[config.mk]
export PLATFORM = sky130hd
export DESIGN_NAME = color_scan_scheduler
export DESIGN_NICKNAME = d
export VERILOG_FILES = /design/src/rtl/color_scan_scheduler.sv
export SDC_FILE = /design/constraint.sdc
export NUM_CORES = 1
export LEC_CHECK = 0
export ABC_AREA = 1
export CORE_ASPECT_RATIO = 1.2
export CORE_MARGIN = 2
export CORE_UTILIZATION = 49
export DETAILED_ROUTE_END_ITERATION = 8
export PLACE_DENSITY = 0.74
export SLEW_MARGIN = 20
export SYNTH_ARGS = -nofsm -noshare
export SYNTH_HDL_FRONTEND = slang
export SYNTH_SLANG_ARGS = --single-unit
[constraint.sdc]
create_clock -name clk -period 1.45 [get_ports clk]
set_input_delay 0.145 -clock clk [delete_from_list [all_inputs] [get_ports clk]]
set_output_delay 0.145 -clock clk [all_outputs]
set_load 0.1 [all_outputs]
[src/rtl/color_scan_scheduler.sv]
// Colour-sensor scan scheduler: arbitrates two requesters and steps the photodiode filter
// through red/blue/green (plus clear when CLEAR_CHANNEL_EN is defined) with settle and count windows.
module color_scan_scheduler #(
    parameter int WINDOW = 240,
    parameter int SETTLE = 4
) (
    input  logic       clk,
    input  logic       rst_n,
    input  logic       req_a,
    input  logic       req_b,
    output logic       gnt_a,
    output logic       gnt_b,
    output logic       S0,
    output logic       S1,
    output logic       S2,
    output logic       S3,
    output logic       OE,
    output logic       cnt_clr,
    output logic       cnt_en,
    output logic [1:0] cnt_sel,
    output logic       busy,
    output logic       done
);

    typedef enum logic [2:0] {
        ST_IDLE   = 3'd0,
        ST_GRANT  = 3'd1,
        ST_SETTLE = 3'd2,
        ST_COUNT  = 3'd3,
        ST_DONE   = 3'd4
    } state_t;

`ifdef CLEAR_CHANNEL_EN
    localparam logic [1:0] LAST_CH = 2'd3;
`else
    localparam logic [1:0] LAST_CH = 2'd2;
`endif

    localparam logic [9:0] WIN_LAST    = 10'(WINDOW - 1);
    localparam logic [9:0] SET_LAST    = 10'(SETTLE - 1);
    // The GRANT cycle doubles as the first red settle cycle, keeping latency at N*(SETTLE+WINDOW).
    localparam logic [9:0] SET_LAST_RD = 10'(SETTLE - 2);
    localparam bit         SKIP_SETTLE = (SETTLE == 1);

    function automatic logic [1:0] filter_sel(input logic [1:0] ch);
        case (ch)
            2'd0:    filter_sel = 2'b00;
            2'd1:    filter_sel = 2'b01;
            2'd2:    filter_sel = 2'b11;
            default: filter_sel = 2'b10;
        endcase
    endfunction

    state_t     state_q, state_d;
    logic [9:0] cnt_q, cnt_d;
    logic [1:0] ch_q, ch_d;
    logic       owner_b_q, owner_b_d;
    logic       last_b_q, last_b_d;
    logic       req_own;

    logic       gnt_a_q, gnt_a_d;
    logic       gnt_b_q, gnt_b_d;
    logic       busy_q, busy_d;
    logic       done_q, done_d;
    logic       cnt_en_q, cnt_en_d;
    logic       cnt_clr_q, cnt_clr_d;
    logic [1:0] cnt_sel_q, cnt_sel_d;
    logic [1:0] s23_q, s23_d;
    logic       s0_q, s1_q, oe_q;

    always_ff @(posedge clk or negedge rst_n) begin
        if (!rst_n) begin
            state_q   <= ST_IDLE;
            cnt_q     <= '0;
            ch_q      <= '0;
            owner_b_q <= 1'b0;
            last_b_q  <= 1'b1;
            gnt_a_q   <= 1'b0;
            gnt_b_q   <= 1'b0;
            busy_q    <= 1'b0;
            done_q    <= 1'b0;
            cnt_en_q  <= 1'b0;
            cnt_clr_q <= 1'b0;
            cnt_sel_q <= 2'd0;
            s23_q     <= 2'b10;
            s0_q      <= 1'b1;
            s1_q      <= 1'b0;
            oe_q      <= 1'b0;
        end else begin
            state_q   <= state_d;
            cnt_q     <= cnt_d;
            ch_q      <= ch_d;
            owner_b_q <= owner_b_d;
            last_b_q  <= last_b_d;
            gnt_a_q   <= gnt_a_d;
            gnt_b_q   <= gnt_b_d;
            busy_q    <= busy_d;
            done_q    <= done_d;
            cnt_en_q  <= cnt_en_d;
            cnt_clr_q <= cnt_clr_d;
            cnt_sel_q <= cnt_sel_d;
            s23_q     <= s23_d;
            s0_q      <= 1'b1;
            s1_q      <= 1'b0;
            oe_q      <= 1'b0;
        end
    end

    always_comb begin
        state_d   = state_q;
        ch_d      = ch_q;
        owner_b_d = owner_b_q;
        last_b_d  = last_b_q;
        req_own   = owner_b_q ? req_b : req_a;
        case (state_q)
            ST_IDLE: begin
                if (req_a || req_b) begin
                    state_d   = ST_GRANT;
                    owner_b_d = req_b && (!req_a || !last_b_q);
                    last_b_d  = owner_b_d;
                    ch_d      = 2'd0;
                end
            end
            ST_GRANT: begin
                if (!req_own)         state_d = ST_IDLE;
                else if (SKIP_SETTLE) state_d = ST_COUNT;
                else                  state_d = ST_SETTLE;
            end
            ST_SETTLE: begin
                if (!req_own) begin
                    state_d = ST_IDLE;
                end else if (cnt_q == ((ch_q == 2'd0) ? SET_LAST_RD : SET_LAST)) begin
                    state_d = ST_COUNT;
                end
            end
            ST_COUNT: begin
                if (!req_own) begin
                    state_d = ST_IDLE;
                end else if (cnt_q == WIN_LAST) begin
                    if (ch_q == LAST_CH) begin
                        state_d = ST_DONE;
                    end else begin
                        state_d = ST_SETTLE;
                        ch_d    = ch_q + 2'd1;
                    end
                end
            end
            ST_DONE:  state_d = ST_IDLE;
            default:  state_d = ST_IDLE;
        endcase
        if ((state_d == state_q) && ((state_q == ST_SETTLE) || (state_q == ST_COUNT)))
            cnt_d = cnt_q + 10'd1;
        else
            cnt_d = '0;
    end

    // Outputs are decoded from the next state so every pin comes straight from a flop.
    always_comb begin
        busy_d    = (state_d != ST_IDLE);
        gnt_a_d   = busy_d && !owner_b_d;
        gnt_b_d   = busy_d && owner_b_d;
        done_d    = (state_d == ST_DONE);
        cnt_en_d  = (state_d == ST_COUNT);
        cnt_clr_d = (state_d == ST_GRANT);
        cnt_sel_d = busy_d ? ch_d : 2'd0;
        s23_d     = busy_d ? filter_sel(ch_d) : 2'b10;
    end

    assign gnt_a   = gnt_a_q;
    assign gnt_b   = gnt_b_q;
    assign busy    = busy_q;
    assign done    = done_q;
    assign cnt_en  = cnt_en_q;
    assign cnt_clr = cnt_clr_q;
    assign cnt_sel = cnt_sel_q;
    assign S2      = s23_q[1];
    assign S3      = s23_q[0];
    assign S0      = s0_q;
    assign S1      = s1_q;
    assign OE      = oe_q;

endmodule

==> results of run 1 <==
[power groups by stage]
stage               clock (uW)  sequential (uW)  combinational (uW)
finish                     324              989                2000
global route               359             1000                2100
CTS                        334              991                1870
detailed placement           0             1010                1590
global placement             0              999                1550
floorplan                    0             1470                 516
[registers in the layout, indices dropped and copies added, names as in the netlist]
register / flops
last_b_q: 1
busy: 1
ch_q: 2
gnt_b: 1
state_q: 3
cnt_sel: 2
done: 1
owner_b_q: 1
gnt_a: 1
cnt_en: 1
s23_q: 2
cnt_q: 10
cnt_clr: 1
[through the flow]
step           utilization, %  cell area (sq um)  hold WS [ns]  total power [uW]  instances
3_5_place_dp             66.5               1840         0.468              2600        239
5_1_grt                  79.5               2190         0.215              3460        258
2_1_floorplan               -               1420        -0.151              1980        173
6_report                 79.5               2190         0.172              3320        258
3_3_place_gp             66.5               1840         0.460              2540        239
4_1_cts                  74.5               2050         0.187              3200        252
[worst max path at each step]
stage,from,slack (ns),endpoint
6_report,ch_q[1],-0.30,cnt_q[4]
3_5_place_dp,req_b,-0.34,cnt_q[7]
3_3_place_gp,req_b,-0.21,cnt_q[8]
2_1_floorplan,cnt_q[0],-0.03,cnt_q[0]
4_1_cts,ch_q[1],-0.24,cnt_q[0]
5_1_grt,state_q[1],-0.37,cnt_q[4]
[routing by layer]
| layer | GRT usage [%] | vias to the layer above | routed length, microns |
|---|---|---|---|
| met3 | 4.07 | 29 | 189 |
| met2 | 45.2 | 55 | 2210 |
| met4 | 14.7 | 0 | 251 |
| li1 | - | 639 | - |
| met1 | 26.5 | 657 | 1380 |
| met5 | 0 | - | 0 |
[Yosys cell counts (3+ instances only)]
| cell | instances |
|---|---|
| nand3_1 | 16 |
| nand4_1 | 3 |
| xor2_1 | 3 |
| ha_1 | 4 |
| buf_4 | 3 |
| inv_1 | 27 |
| dfrtp_1 | 25 |
| nand3_2 | 3 |
| o21ai_0 | 4 |
| nor3_1 | 9 |
| nor2_2 | 5 |
| nand2_1 | 37 |
| nor2_1 | 18 |
[what timing repair did]
item / 4_1_cts / 5_1_grt
gates resized for setup: 25 / 25
setup endpoints to repair: 17 / 23
cloned: 1 / 0
setup buffers: 8 / 6
pin swaps: 17 / 13
[critical path: stages, from the launching register on]
cell	delay (ns)
dfrtp_1	0.39
inv_2	0.06
ha_4	0.17
inv_2	0.07
nand2_2	0.06
nand2_2	0.06
nand2_2	0.06
nor2_2	0.13
nand2_2	0.08
nand4_1	0.12
buf_4	0.15
nand3_4	0.12
nor3_4	0.21
[kinds of logic after synthesis]
group,Yosys count,synth area share [%]
buffers and inverters,31,9.07
AND/OR/NAND/NOR,96,32.2
AO/OA/AOI/OAI,8,3.92
flip-flops,27,48.2
adder cells (fa/ha/maj),4,3.56
other,2,0.534
XOR/XNOR,4,2.49
[layout make-up]
cell class | instances | area (sq um)
clock buffer | 4 | 26.3
inverter | 28 | 105
fill | 172 | 567
multi-input combinational | 116 | 816
timing repair buffer | 49 | 524
sequential | 27 | 678
tap | 34 | 42.5
==> metrics.txt, run 1 <==
outcome=finished with violations; failing checks=setup timing; pre-CTS setup slack=-0.345 ns; endpoints failing setup=18; post-synthesis cell type count=24; clk root buf=clkbuf_4; Area Growth Syn to Fin=55.9%; DIE AREA=about 3300 sq um; # diodes=0; Starting Density=51.0%; Routed Antenna Nets=0; commonest non-fill, non-tap cell in the layout=buf_4; PD cells=1510 nW/um^2; Pleak=approximately 0.0010 uW; total CTS buffers=3; fmax=572 MHz; GRT Overall Usage=25.3%; RSZ-0062 raised after global routing=yes; DR WL/cell=15.6 microns; initial DRC count=30; ranking of synthesized cells by area=dfrtp_1, nand2_1, inv_1; HP Class=in2async; Chip Height=62.7 microns; Worst Clk Skew=about 0.0042 ns; Final WS setup=-0.297 ns; first-pass GRT wire length=6290 microns; CTS tree=built; number of synthesized flops with an enable pin=0; CTS Buffer Depth=2; Async S/R FF share, synth=100%; total global routing overflow=0; Syn Inst Count=172; DP HPWL=~2500 microns; most frequent cells in the layout=buf_4, nand2_1, dfrtp_1; Worst Path Class, Setup=reg2reg; CP Max Fanout=5; Mean Syn Cell Area=8.18 sq um; worst endpoint required time=~1.7 ns; min cycle time layout=~1.7 ns; PortBufs=13; Yosys top cell area share=44.5%; worst reg2reg endpoint=cnt_q[4]; largest net degree at the start of global routing=28; initial antenna violation count=0; FF+latch count, synth=27; P_int=approximately 1700 uW; TritonRoute pass-1 iters=4; net total in the final layout=233; ys flop type=dfrtp_1; GP Congestion=just over 0.8; CORE AREA=2760 sq um; switch share=48.2%; later-pin clock latency in the skew report=0.33 ns; sequential share of power=between 20% and 30%; period utilization=120%; std cell rows=21; R2R depth=12; Post-Synthesis Cell Area=1410 sq um; number of global-route vias before repair=1497; max-cap violations=0; I/O pin count=17; H-Tree Level Count=1; worst r2r src=ch_q[1]; Slew Viols, Final=0; switching pwr=between 1500 and 2000 uW; DRC Markers=0; CP endpoint kind=flip-flop; Routed WL=4030 microns; arrival time at the worst endpoint=around 2.0 ns; Logic pwr share=between 60 and 70%; clk sink count=27; setup TNS=-3.54 ns; hold buffer count at CTS=0; flop-to-flop setup slack=-0.30 ns; clk slew on worst S/H paths=0.14 ns; crit path launch type=flip-flop; cell taking the most area after synthesis=dfrtp_1; sequential area share after synthesis=around half; die width=approximately 53 microns; Clk pwr share=9.8%; vias=approximately 1400; peak supply drop=2.25 mV; Final Hold Viols=0; layout cells sized above 1=a little under half; Vias/cell=around 5.3; Warnings, synthesis=0
Note: power is estimated with default switching activity, not from simulation.
==> run 2: changes to the inputs <==
==> constraint.sdc (replaced) <==
create_clock -name clk -period 1.45 [get_ports clk]
set_input_delay 0.145 -clock clk [delete_from_list [all_inputs] [get_ports clk]]
set_output_delay 0.145 -clock clk [all_outputs]
set_load 0.005 [all_outputs]
==> run 2 against run 1 <==
Net effect:
- the run still ends with setup timing left
- worst hold slack got worse by 0.014 ns
- sequential power fell by 3.7%
- register-to-register slack improved by 0.09 ns
- combinational power fell by 28%
- final cell count rose by 1.2%
- maximum frequency rose by 5.4%
- via count fell by 0.72%
- critical path depth fell by 2
- non-clock buffer count rose by 3
- worst setup slack improved by 0.089 ns
- highest routed layer unchanged
- largest power group unchanged
- cell area fell by 2.6%
- die area did not move
==> metrics.txt, run 2 (synthesis gave the netlist of run 1 again) <==
outcome=finished with violations (unchanged); failing checks=setup timing (unchanged); std cell rows=21 (unchanged); Slew Viols, Final=0 (unchanged); final hold slack=0.158 ns (was 0.172 ns); CTS Buffer Depth=2 (unchanged); CORE AREA=2760 sq um (unchanged); most frequent cells in the layout=buf_4, nand2_1, dfrtp_1 (unchanged); clk root buf=clkbuf_4 (unchanged); GRT Overall Usage=25.2% (was 25.3%); I/O pin count=17 (unchanged); H-Tree Level Count=1 (unchanged); PD cells=1280 nW/um^2 (was 1510 nW/um^2); Area Growth Syn to Fin=51.8% (was 55.9%); later-pin clock latency in the skew report=0.33 ns (about the same); largest net degree at the start of global routing=28 (unchanged); commonest non-fill, non-tap cell in the layout=buf_4 (unchanged); initial antenna violation count=0 (unchanged); Worst Path Class, Setup=reg2reg (unchanged); Final WS setup=-0.208 ns (was -0.297 ns); min cycle time layout=1.66 ns (was 1.75 ns); clk slew on worst S/H paths=0.15 ns (was 0.14 ns); peak supply drop=1.28 mV (was 2.25 mV); Routed Antenna Nets=0 (unchanged); number of flip-flops in the largest register=10 (unchanged); total global routing overflow=0 (unchanged); TritonRoute pass-1 iters=4 (unchanged); design area=2130 sq um (was 2190 sq um); Pleak=0.00101 uW (was 0.00103 uW); total CTS buffers=3 (unchanged); DP Cell Count=242 (was 239); net total in the final layout=236 (was 233); period utilization=114% (was 120%); Setup crit start=cnt_q[5] (was ch_q[1]); setup TNS=-3.04 ns (was -3.54 ns); HP Class=in2async (unchanged); DRC Markers=0 (unchanged); # diodes=0 (unchanged); DP Area=1760 sq um (was 1840 sq um); GP Congestion=0.837 (was 0.828); Chip Height=62.7 microns (unchanged); PortBufs=13 (unchanged); Worst Clk Skew=0.0107 ns (was 0.00419 ns); layout cells sized above 1=41.4% (was 46.4%); final non-filler cell total=261 (was 258); fmax=603 MHz (was 572 MHz); RSZ-0062 raised after global routing=yes (unchanged); max-cap violations=0 (unchanged); worst endpoint required time=1.67 ns (was 1.70 ns); Routed WL=3800 microns (was 4030 microns); clk sink count=27 (unchanged); fillers=177 (was 172); vias=1370 (was 1380); Vias/cell=5.25 (was 5.35); Top reg by flops=cnt_q (unchanged); CTS tree=built (unchanged); Starting Density=51.0% (unchanged); worst r2r src=cnt_q[5] (was ch_q[1]); die width=52.9 microns (unchanged); Core Util, Final=77.4% (was 79.5%); first-pass GRT wire length=6250 microns (was 6290 microns); endpoints failing setup=17 (was 18); CP Max Fanout=10 (was 5); CP endpoint kind=flip-flop (unchanged); number of global-route vias before repair=1416 (was 1497); Final Hold Viols=0 (unchanged); registers with the highest flip-flop counts=cnt_q: 10 flops, state_q: 3 flops (unchanged); arrival time at the worst endpoint=1.88 ns (was 2.00 ns); initial DRC count=32 (was 30); crit path launch type=flip-flop (unchanged); DIE AREA=3320 sq um (unchanged); DP HPWL=2450 microns (was 2480 microns); DR WL/cell=14.6 microns (was 15.6 microns)
-- run 2: cell count changes in the layout (fill, tap and decap cells not counted), moves of 2 or more --
| cell | before | now |
|---|---|---|
| inv_2 | 7 | 5 |
| nor3_4 | 2 | 4 |
| nand2_2 | 11 | 7 |
| dfrtp_1 | 25 | 23 |
| buf_6 | 3 | 5 |
| buf_12 | 11 | 1 |
| dfrtp_2 | 0 | 2 |
| nor3_2 | 8 | 6 |
| clkdlybuf4s50_1 | 3 | 12 |
| nand2_1 | 27 | 31 |
-- run 2: path summary, 6_finish.rpt --
path                                  to  slack (ns)  cells after the start
max in group asynchronous       last_b_q        0.99                      2
worst max register to register  cnt_q[7]       -0.21                     10
worst min-delay path                done        0.16                      2
worst max-delay path            cnt_q[7]       -0.21                     10
worst min register to register  last_b_q        0.51                      2
min in group clk                last_b_q        0.43                      3
-- run 2: what timing repair did --
action	CTS	global route
buffers inserted	12	3
hold endpoints to repair	0	0
pin swaps	15	11
hold buffers	0	0
gates cloned	1	0
resized for setup	26	27
setup endpoints to repair	18	21
-- run 2: where the power goes --
| part | leakage, uW | total, uW | internal, uW | switching [uW] |
|---|---|---|---|---|
| Combinational | 0.000638 | 1450 | 629 | 816 |
| Sequential | 0.000356 | 952 | 900 | 52.2 |
| Clock | 0.0000177 | 328 | 104 | 224 |
| Total | 0.00101 | 2730 | 1630 | 1090 |
-- run 2: worst max-delay path, stage by stage (launching register included) --
cell,delay (ns)
dfrtp_1,0.42
inv_1,0.07
nor2_2,0.12
nand3_1,0.12
nor2_2,0.16
nand2_1,0.07
nand2_1,0.07
nand2_2,0.10
o21ai_4,0.18
buf_12,0.17
nor3_4,0.05
-- run 2: cell type report --
type / count / area, sq um / share of cell area [%]
Clock inverter: 1 / 5.00 / 0.234
Timing Repair Buffer: 52 / 453 / 21.2
Tap cell: 34 / 42.5 / 1.99
Inverter: 28 / 110 / 5.16
Clock buffer: 3 / 22.5 / 1.06
Multi-Input combinational cell: 116 / 821 / 38.5
Sequential cell: 27 / 681 / 31.9
-- run 2: metrics by stage --
| stage | setup slack, ns | power [uW] |
|---|---|---|
| after floorplan | -0.0305 | 1460 |
| after global placement | -0.217 | 1850 |
| after detailed placement | -0.363 | 1890 |
| after CTS | -0.205 | 2560 |
| after global routing | -0.311 | 2880 |
| final | -0.208 | 2730 |
-- run 2: metal layers --
layer	vias up	global-route usage [%]	wire length (microns)
met5	-	0	0
met1	667	28.5	1460
met2	44	44.7	2160
li1	649	-	-
met4	0	11.9	76
met3	10	3.83	105
